--- src/rtl/uart_pkg.sv ---
// Shared UART definitions: baud divisor table, FSM state encoding and the even-parity rule
// used by both the transmitter and the receiver.
package uart_pkg;

    localparam int UART_DIV_W = 13;

    typedef enum logic [2:0] {
        ST_IDLE   = 3'd0,
        ST_START  = 3'd1,
        ST_DATA   = 3'd2,
        ST_PARITY = 3'd3,
        ST_STOP   = 3'd4
    } uart_state_t;

    // clk cycles per oversample tick for each baud_select code
    function automatic logic [UART_DIV_W-1:0] div_lookup(input logic [2:0] sel);
        logic [UART_DIV_W-1:0] div;
        case (sel)
            3'd0:    div = 13'd5208;
            3'd1:    div = 13'd1302;
            3'd2:    div = 13'd326;
            3'd3:    div = 13'd163;
            3'd4:    div = 13'd81;
            3'd5:    div = 13'd41;
            3'd6:    div = 13'd27;
            default: div = 13'd14;
        endcase
        return div;
    endfunction

    function automatic logic even_parity(input logic [7:0] data);
        return ^data;
    endfunction

endpackage

--- src/rtl/uart_tx_baud_gen.sv ---
// Free-running baud divisor: counts 0..div-1 and pulses tick on the last count.
// restart forces the count back to zero so a new frame starts on a clean bit boundary.
module uart_tx_baud_gen #(
    parameter int DIV_W = 13
) (
    input  logic             clk,
    input  logic             reset,
    input  logic             restart,
    input  logic [DIV_W-1:0] div,
    output logic             tick
);

    logic [DIV_W-1:0] count;

    assign tick = (count == (div - DIV_W'(1)));

    always_ff @(posedge clk) begin
        if (reset || restart) begin
            count <= '0;
        end else if (tick) begin
            count <= '0;
        end else begin
            count <= count + DIV_W'(1);
        end
    end

endmodule

--- src/rtl/uart_transmitter.sv ---
// UART transmitter: 11-bit frames (start, 8 data LSB first, even parity, stop) on TxD.
// Optional 1-byte holding register enabled by defining UART_TX_HOLD_REG_EN.
module uart_transmitter #(
    parameter int OVERSAMPLE = 16,
    parameter int DIV_W      = 13
) (
    input  logic       clk,
    input  logic       reset,
    input  logic [2:0] baud_select,
    input  logic       TX_EN,
    input  logic [7:0] Tx_DATA,
    input  logic       Tx_WR,
    output logic       TxD,
    output logic       Tx_BUSY,
    output logic       Tx_DONE
);

    import uart_pkg::*;

    localparam int                TICK_W    = $clog2(OVERSAMPLE);
    localparam logic [TICK_W-1:0] TICK_LAST = TICK_W'(OVERSAMPLE - 1);

    uart_state_t      state;
    uart_state_t      next_state;
    logic [7:0]       shreg;
    logic             parity_bit;
    logic [2:0]       bit_idx;
    logic [TICK_W-1:0] tick_cnt;
    logic [DIV_W-1:0] div_q;

    logic             tick;
    logic             bit_end;
    logic             frame_active;
    logic             accept;
    logic             handoff;
    logic             load_frame;
    logic [7:0]       load_data;
    logic [DIV_W-1:0] load_div;

    assign frame_active = (state != ST_IDLE);
    assign bit_end      = tick && (tick_cnt == TICK_LAST);
    assign accept       = Tx_WR && TX_EN && !Tx_BUSY && (state == ST_IDLE);

`ifdef UART_TX_HOLD_REG_EN
    logic [7:0]       hold_data;
    logic [DIV_W-1:0] hold_div;
    logic             hold_full;
    logic             hold_load;

    assign hold_load = frame_active && !hold_full && Tx_WR && TX_EN;
    // A write landing on the Tx_DONE cycle bypasses the hold register and starts directly
    assign handoff   = (state == ST_STOP) && bit_end && (hold_full || hold_load);
    assign load_data = hold_full ? hold_data : Tx_DATA;
    assign load_div  = hold_full ? hold_div : DIV_W'(div_lookup(baud_select));
    assign Tx_BUSY   = frame_active && hold_full;

    always_ff @(posedge clk) begin
        if (reset) begin
            hold_full <= 1'b0;
            hold_data <= '0;
            hold_div  <= '0;
        end else if (handoff) begin
            hold_full <= 1'b0;
        end else if (hold_load) begin
            hold_full <= 1'b1;
            hold_data <= Tx_DATA;
            hold_div  <= DIV_W'(div_lookup(baud_select));
        end
    end
`else
    assign handoff   = 1'b0;
    assign load_data = Tx_DATA;
    assign load_div  = DIV_W'(div_lookup(baud_select));
    assign Tx_BUSY   = frame_active;
`endif

    assign load_frame = accept || handoff;

    uart_tx_baud_gen #(
        .DIV_W (DIV_W)
    ) u_baud_gen (
        .clk     (clk),
        .reset   (reset),
        .restart (load_frame),
        .div     (div_q),
        .tick    (tick)
    );

    always_ff @(posedge clk) begin
        if (reset) begin
            state <= ST_IDLE;
        end else begin
            state <= next_state;
        end
    end

    always_comb begin
        next_state = state;
        case (state)
            ST_IDLE:   if (accept)                     next_state = ST_START;
            ST_START:  if (bit_end)                    next_state = ST_DATA;
            ST_DATA:   if (bit_end && bit_idx == 3'd7) next_state = ST_PARITY;
            ST_PARITY: if (bit_end)                    next_state = ST_STOP;
            ST_STOP:   if (bit_end)                    next_state = handoff ? ST_START : ST_IDLE;
            default:                                   next_state = ST_IDLE;
        endcase
    end

    always_comb begin
        TxD     = 1'b1;
        Tx_DONE = 1'b0;
        case (state)
            ST_START:  TxD     = 1'b0;
            ST_DATA:   TxD     = shreg[0];
            ST_PARITY: TxD     = parity_bit;
            ST_STOP:   Tx_DONE = bit_end;
            default:   TxD     = 1'b1;
        endcase
    end

    // Frame datapath: byte, parity and divisor are frozen at load so later input changes are ignored
    always_ff @(posedge clk) begin
        if (reset) begin
            shreg      <= '0;
            parity_bit <= 1'b0;
            bit_idx    <= '0;
            tick_cnt   <= '0;
            div_q      <= '0;
        end else if (load_frame) begin
            shreg      <= load_data;
            parity_bit <= even_parity(load_data);
            bit_idx    <= '0;
            tick_cnt   <= '0;
            div_q      <= load_div;
        end else if (frame_active && tick) begin
            tick_cnt <= (tick_cnt == TICK_LAST) ? '0 : tick_cnt + TICK_W'(1);
            if (bit_end && state == ST_DATA) begin
                shreg   <= shreg >> 1;
                bit_idx <= bit_idx + 3'd1;
            end
        end
    end

endmodule

--- config.mk ---
export PLATFORM = sky130hd
export DESIGN_NAME = uart_transmitter
export DESIGN_NICKNAME = d
export VERILOG_FILES = /design/src/rtl/uart_pkg.sv /design/src/rtl/uart_tx_baud_gen.sv /design/src/rtl/uart_transmitter.sv
export SDC_FILE = /design/constraint.sdc
export NUM_CORES = 1
export LEC_CHECK = 0
export ABC_AREA = 1
export CORE_ASPECT_RATIO = 1.4
export CORE_MARGIN = 3
export CORE_UTILIZATION = 63
export DETAILED_ROUTE_END_ITERATION = 10
export GPL_ROUTABILITY_DRIVEN = 0
export PLACE_DENSITY = 0.84
export SETUP_SLACK_MARGIN = 0.5
export SLEW_MARGIN = 20
export SYNTH_ARGS = -nofsm -noshare
export SYNTH_HDL_FRONTEND = slang
export SYNTH_SLANG_ARGS = --single-unit
--- constraint.sdc ---
create_clock -name clk -period 3.6 [get_ports clk]
set_input_delay 0.54 -clock clk [delete_from_list [all_inputs] [get_ports clk]]
set_output_delay 0.54 -clock clk [all_outputs]
set_load 0.02 [all_outputs]
* Yosys cells after proc, flatten, opt, wreduce, memory -nomap -nowiden
Index checks and enable logic that the tools add are counted.
** Word-level totals
- Bits in registers :: 45
- Output and inout bits :: 3
- Bits of input ports :: 15
- Logic and storage cells :: 62
** Cells by class
- $add $sub $neg :: 4
- Reduce and logical (&&, ||, !) cells :: 20
- Equal/unequal tests :: 18
- Multiplexer cells :: 13
** Operators by type and width (number)
- one-hot mux 13 bit (7 select lines) :: 1
- two-way mux 8 bit :: 3
- == test 3 bit, second input constant :: 5
- two-way mux 3 bit :: 5
- one-hot mux 3 bit (5 select lines) :: 1
- adder 13 x 1 -> 13 bit, second input constant :: 1
- == test 13 bit :: 1
- subtractor 13 x 1 -> 13 bit, second input constant :: 1
- == test 3 x 2 -> 1 bit, second input constant :: 4
- != test 2 bit, second input constant :: 4
- XOR reduction 8 bit :: 1
- logical AND 1 bit :: 7
- == test 3 x 1 -> 1 bit, second input constant :: 2
- zero test 3 bit :: 2
- AND reduction 5 bit :: 1
- adder 4 x 1 -> 4 bit, second input constant :: 1
- == test 4 bit, second input constant :: 1
- two-way mux 4 bit :: 1
- AND reduction 2 bit :: 2
- nonzero test 2 bit :: 2
- OR reduction 2 bit :: 2
- adder 3 x 1 -> 3 bit, second input constant :: 1
- one-hot mux 1 bit (3 select lines) :: 1
- nonzero test 3 bit :: 1
- other kinds (4) :: 4

* Longest topological paths before layout
- Word-level depth :: 7
- Gate-level depth with buffers :: 17
- Mapped depth without buffers :: 17

* Modules after synthesis
A second synthesis with hierarchy kept.
** Second synthesis, totals
- Cell total of the unflattened synthesis :: 419
- Area total of the unflattened synthesis :: 2741.4 um^2
** Modules (own cells, without submodules)
- uart_transmitter :: cells each 235, instances 1, area an instance 1614.0 um^2, sequential area each 600.6 um^2
- uart_tx_baud_gen :: cells each 184, instances 1, area an instance 1127.3 um^2, sequential area each 260.2 um^2

* Worst setup path before layout
OpenSTA, ideal clock, no wires.
- Kind :: reg-to-output
- Start point :: reg div_q[0]
- End point :: out Tx_DONE
- Cell stages (with the launch flop) :: 13
- Slack :: 1.156 ns
- Required time :: 3.060 ns
- Path buffers :: 0
- Arrival time :: 1.904 ns
- Path through :: dfxtp_1 -> inv_1 -> ha_1 -> nand2_1 -> nor2_1 -> nand3_1 -> nand2_1 -> nand2_1 -> nor2_1 -> nand2_1 -> nor2_4 -> nand2_1 -> nor3_1
** On the way
- Cells in the longest elaborated chain, start to end :: 4
** Ends and longest elaborated chain
- from (decl) :: line uart_transmitter.sv:29 : logic [DIV_W-1:0] div_q;
- from (signal assigned) :: line uart_transmitter.sv:134 : div_q <= load_div;
- subtractor 13 x 1 -> 13 bit :: line uart_tx_baud_gen.sv:15 : assign tick = (count == (div - DIV_W'(1)));
- == test 13 bit :: line uart_tx_baud_gen.sv:15
- logical AND 1 bit :: line uart_transmitter.sv:41 : assign bit_end = tick && (tick_cnt == TICK_LAST);
- two-way mux 1 bit :: line uart_transmitter.sv:112 : case (state)
- to (decl) :: line uart_transmitter.sv:15 : output logic Tx_DONE
Every way passes these cells.

* Final worst setup path
Ends and elaborated chain as after synthesis.

==> metrics.md <==
| Metric | Value |
|---|---|
| DRT iter0 DRCs | 75 |
| Post-synth EDFFs | 0 |
| All-Layer GR Usage | roughly 24% |
| Period minus WS final | 2.85 ns |
| Starting density of the core | 66.2% |
| Nets@finish | 428 |
| Yosys cell types | 38 |
| Vias/cell | between 5 and 6 |
| Worst hold slack | 0.482 ns |
| Detail Route Antenna Nets | 0 |
| Reg power frac | 36.6% |
| Share of the synthesized area in the top cell type | between 30% and 40% |
| WP data required | about 3.1 ns |
| Total I/O pin count | 18 |
| Internal | between 0.9 and 1 mW |
| I/O Buffers | 17 |
| Peak Freq | approximately 350 MHz |
| Synthesized area per cell | approximately 6.8 um^2 |
| Cell-by-cell trace of the critical path | inv_1 -> ha_2 -> nand2_1 -> nor2_1 -> nand3_1 -> nand2_1 -> nand2_1 -> nor2_1 -> nand2_1 -> nor2_4 -> nand2_1 -> nor3_1 -> clkbuf_2 |
| Worst path most repeated cell | nand2_1 |
| Slowest-stage cell, CP | dfxtp_1 |
| Largest stage delay, worst path | 0.34 ns |
| Clock power frac | 19.4% |
| Initial antenna violation count | 0 |
| Largest cells by area after synthesis | dfxtp_1, nand2_1, nor2_1, inv_1, nand3_1 |
| Multi-input logic area | 0.00157 mm^2 |
| Hold-fix buffers, CTS | 0 |
| Post-Syn Area | 0.00264 mm^2 |
| H-tree depth | 2 |
| Vias in the first global route | 2312 |
| CP startpoint kind | flop |
| CP Buf/Inv Count | 2 |
| Post-synth ARST share | 0% |
| Synthesis warning total | 0 |
| Largest net degree at the start of global routing | 16 |
| Top-count cell post-synth | nand2_1 |
| Status | finished, final reports clean |
| Fin Clk Skew | 0.00929 ns |
| Die Ht | ~83 um |
| GRT overflow | 0 |
| Fin worst setup slack | 0.749 ns |
| CP arrival | 2.31 ns |
| Root buffer cell | clkbuf_8 |
| Sw power | 0.650 mW |
| Pwr dens | 533 mW/mm^2 |
| Crit. End Element | primary output |
| Fillers | 329 |
| Slew headroom | 69.6% |
| Synth area leader | dfxtp_1 |
| # clock sinks | 43 |
| Critical path class | flop to primary output |
| Antenna Diode Count | 0 |
| Fraction of layout cells with a size suffix above 1 | roughly 7.6% |
| Number of buffers created by CTS | 5 |
| Static leakage | 1.29 nW |
| Area Growth Syn to Fin | 10.7% |
| Vias | 2447 |
| Fin crit share | ~79% |
| DRC Markers | 0 |
| Unrepaired setup endpoints after global routing | false |
| Gate power share | 44.0% |
| Post-DP HPWL | 4440 um |
| Pre-CTS setup slack | around 0.66 ns |
| Routed length per instance | approximately 12 um |
| Sw Share | a little over two fifths |
| Num rows | 27 |
| Register area share after synthesis | 32.6% |
| Post-CTS Setup Inserts | 0 |
| Max Slew Vio Count | 0 |
| DRT Wirelength | about 5600 um |
| Max Cap Viol | 0 |
| CP delay by family, top | simple AND/OR/NAND/NOR gates |
| First-pass GRT wire length | roughly 9500 um |
| Fin. Hold Viols | 0 |
| Most frequent cells after synthesis | nand2_1, nor2_1, inv_1 |
| Final setup TNS | 0 ns |
| CTS tree | done |
| Worst-path clk slew | roughly 0.08 ns |
| Power after layout | around 1.6 mW |
| VDD IR max | ~520 uV |
| Worst slew pin tran | 0.455 ns |
| FF/Latch Area | 861 um^2 |
| CP max FO | 5 |
| Worst min-delay path class | flop to flop |
| Core Area | 0.00399 mm^2 |
| Post-synthesis net count | a little over 400 |
| Clock Path Buffers | 2 |
| Clk_lat worst skew | roughly 0.30 ns |
| Final Setup Violations | 0 |
| Top FF cell, synth | dfxtp_1 |
| Die area | 0.00501 mm^2 |
| Post-synthesis cell count | 389 |
| DIE WIDTH | 60.7 um |
| Seq cells post-synth | 43 |
| 1st-pass router iterations | 4 |
| Layout Utilization | 73.3% |
## per-layer routing
layer  track usage [%]  part of all wire (%)  vias to the layer above
li1                  -                     -                     1272
met1              25.5                    41                     1127
met2              45.8                    54                       37
met3              4.98                   3.0                       11
met4              10.6                   1.9                        0
met5                 0                     0                        -
## cell type report
cell class,instances,share of cell area (%)
clock inverters,2,0.428
repair buffers,18,5.91
inverters,47,6.04
flip-flops and latches,43,29.5
multi-input cells,293,53.8
clock buffers,6,2.49
well taps,43,1.84
## worst paths after layout
kind,startpoint,to,slack (ns),cells past startpoint
min reg2reg,u_baud_gen.count[0],u_baud_gen.count[0],0.48,1
min,u_baud_gen.count[0],u_baud_gen.count[0],0.48,1
max,div_q[0],Tx_DONE,0.75,13
max reg2reg,state[1],u_baud_gen.count[2],0.94,11
## power by group through the flow
stage / combinational (mW) / clock (mW) / sequential [mW]
6_report: 0.685 / 0.301 / 0.570
5_1_grt: 0.771 / 0.322 / 0.578
4_1_cts: 0.683 / 0.308 / 0.569
3_5_place_dp: 0.674 / 0 / 0.579
3_3_place_gp: 0.661 / 0 / 0.578
2_1_floorplan: 0.530 / 0 / 0.569
## cell usage in the layout, fill, tap and decap left out, types with 4 or more instances in the layout
cell type	synthesis	final
o21ai_0	10	10
nand2_1	97	97
nor2_4	4	4
xor2_1	11	11
nand2_2	5	5
mux2i_1	7	7
xnor2_1	11	11
clkdlybuf4s50_1	0	16
nand3_1	23	23
nor3_1	4	4
inv_1	47	47
a21oi_1	8	8
clkbuf_8	0	5
dfxtp_1	43	43
nor2_2	5	5
ha_1	5	4
nor3b_1	5	5
nor2_1	70	70
## stage by stage
step                      instances  instance area (um^2)
after global routing            452                  2920
final                           452                  2920
after detailed placement        444                  2840
after floorplan                 389                  2640
after CTS                       452                  2920
after global placement          444                  2840
## cell families after synthesis
group	after synthesis	synth area share (%)
AND/OR/NAND/NOR	223	38.0
XOR/XNOR	23	7.92
AO/OA/AOI/OAI	35	8.49
buffers and inverters	53	7.92
flip-flops	43	32.6
adder cells (fa/ha/maj)	5	2.37
multiplexers	7	2.66
## flip-flops by register name, indices dropped and copies added (netlist names)
name	flops
shreg	8
parity_bit	1
div_q	11
u_baud_gen.count	13
state	3
bit_idx	3
tick_cnt	4
## what timing repair did
item | CTS | global route
pin swaps | 0 | 0
endpoints found under the hold margin | 0 | 0
gates resized for setup | 2 | 3
cloned | 0 | 0
endpoints found under the setup margin | 1 | 1
(Power assumes the default switching activity.)
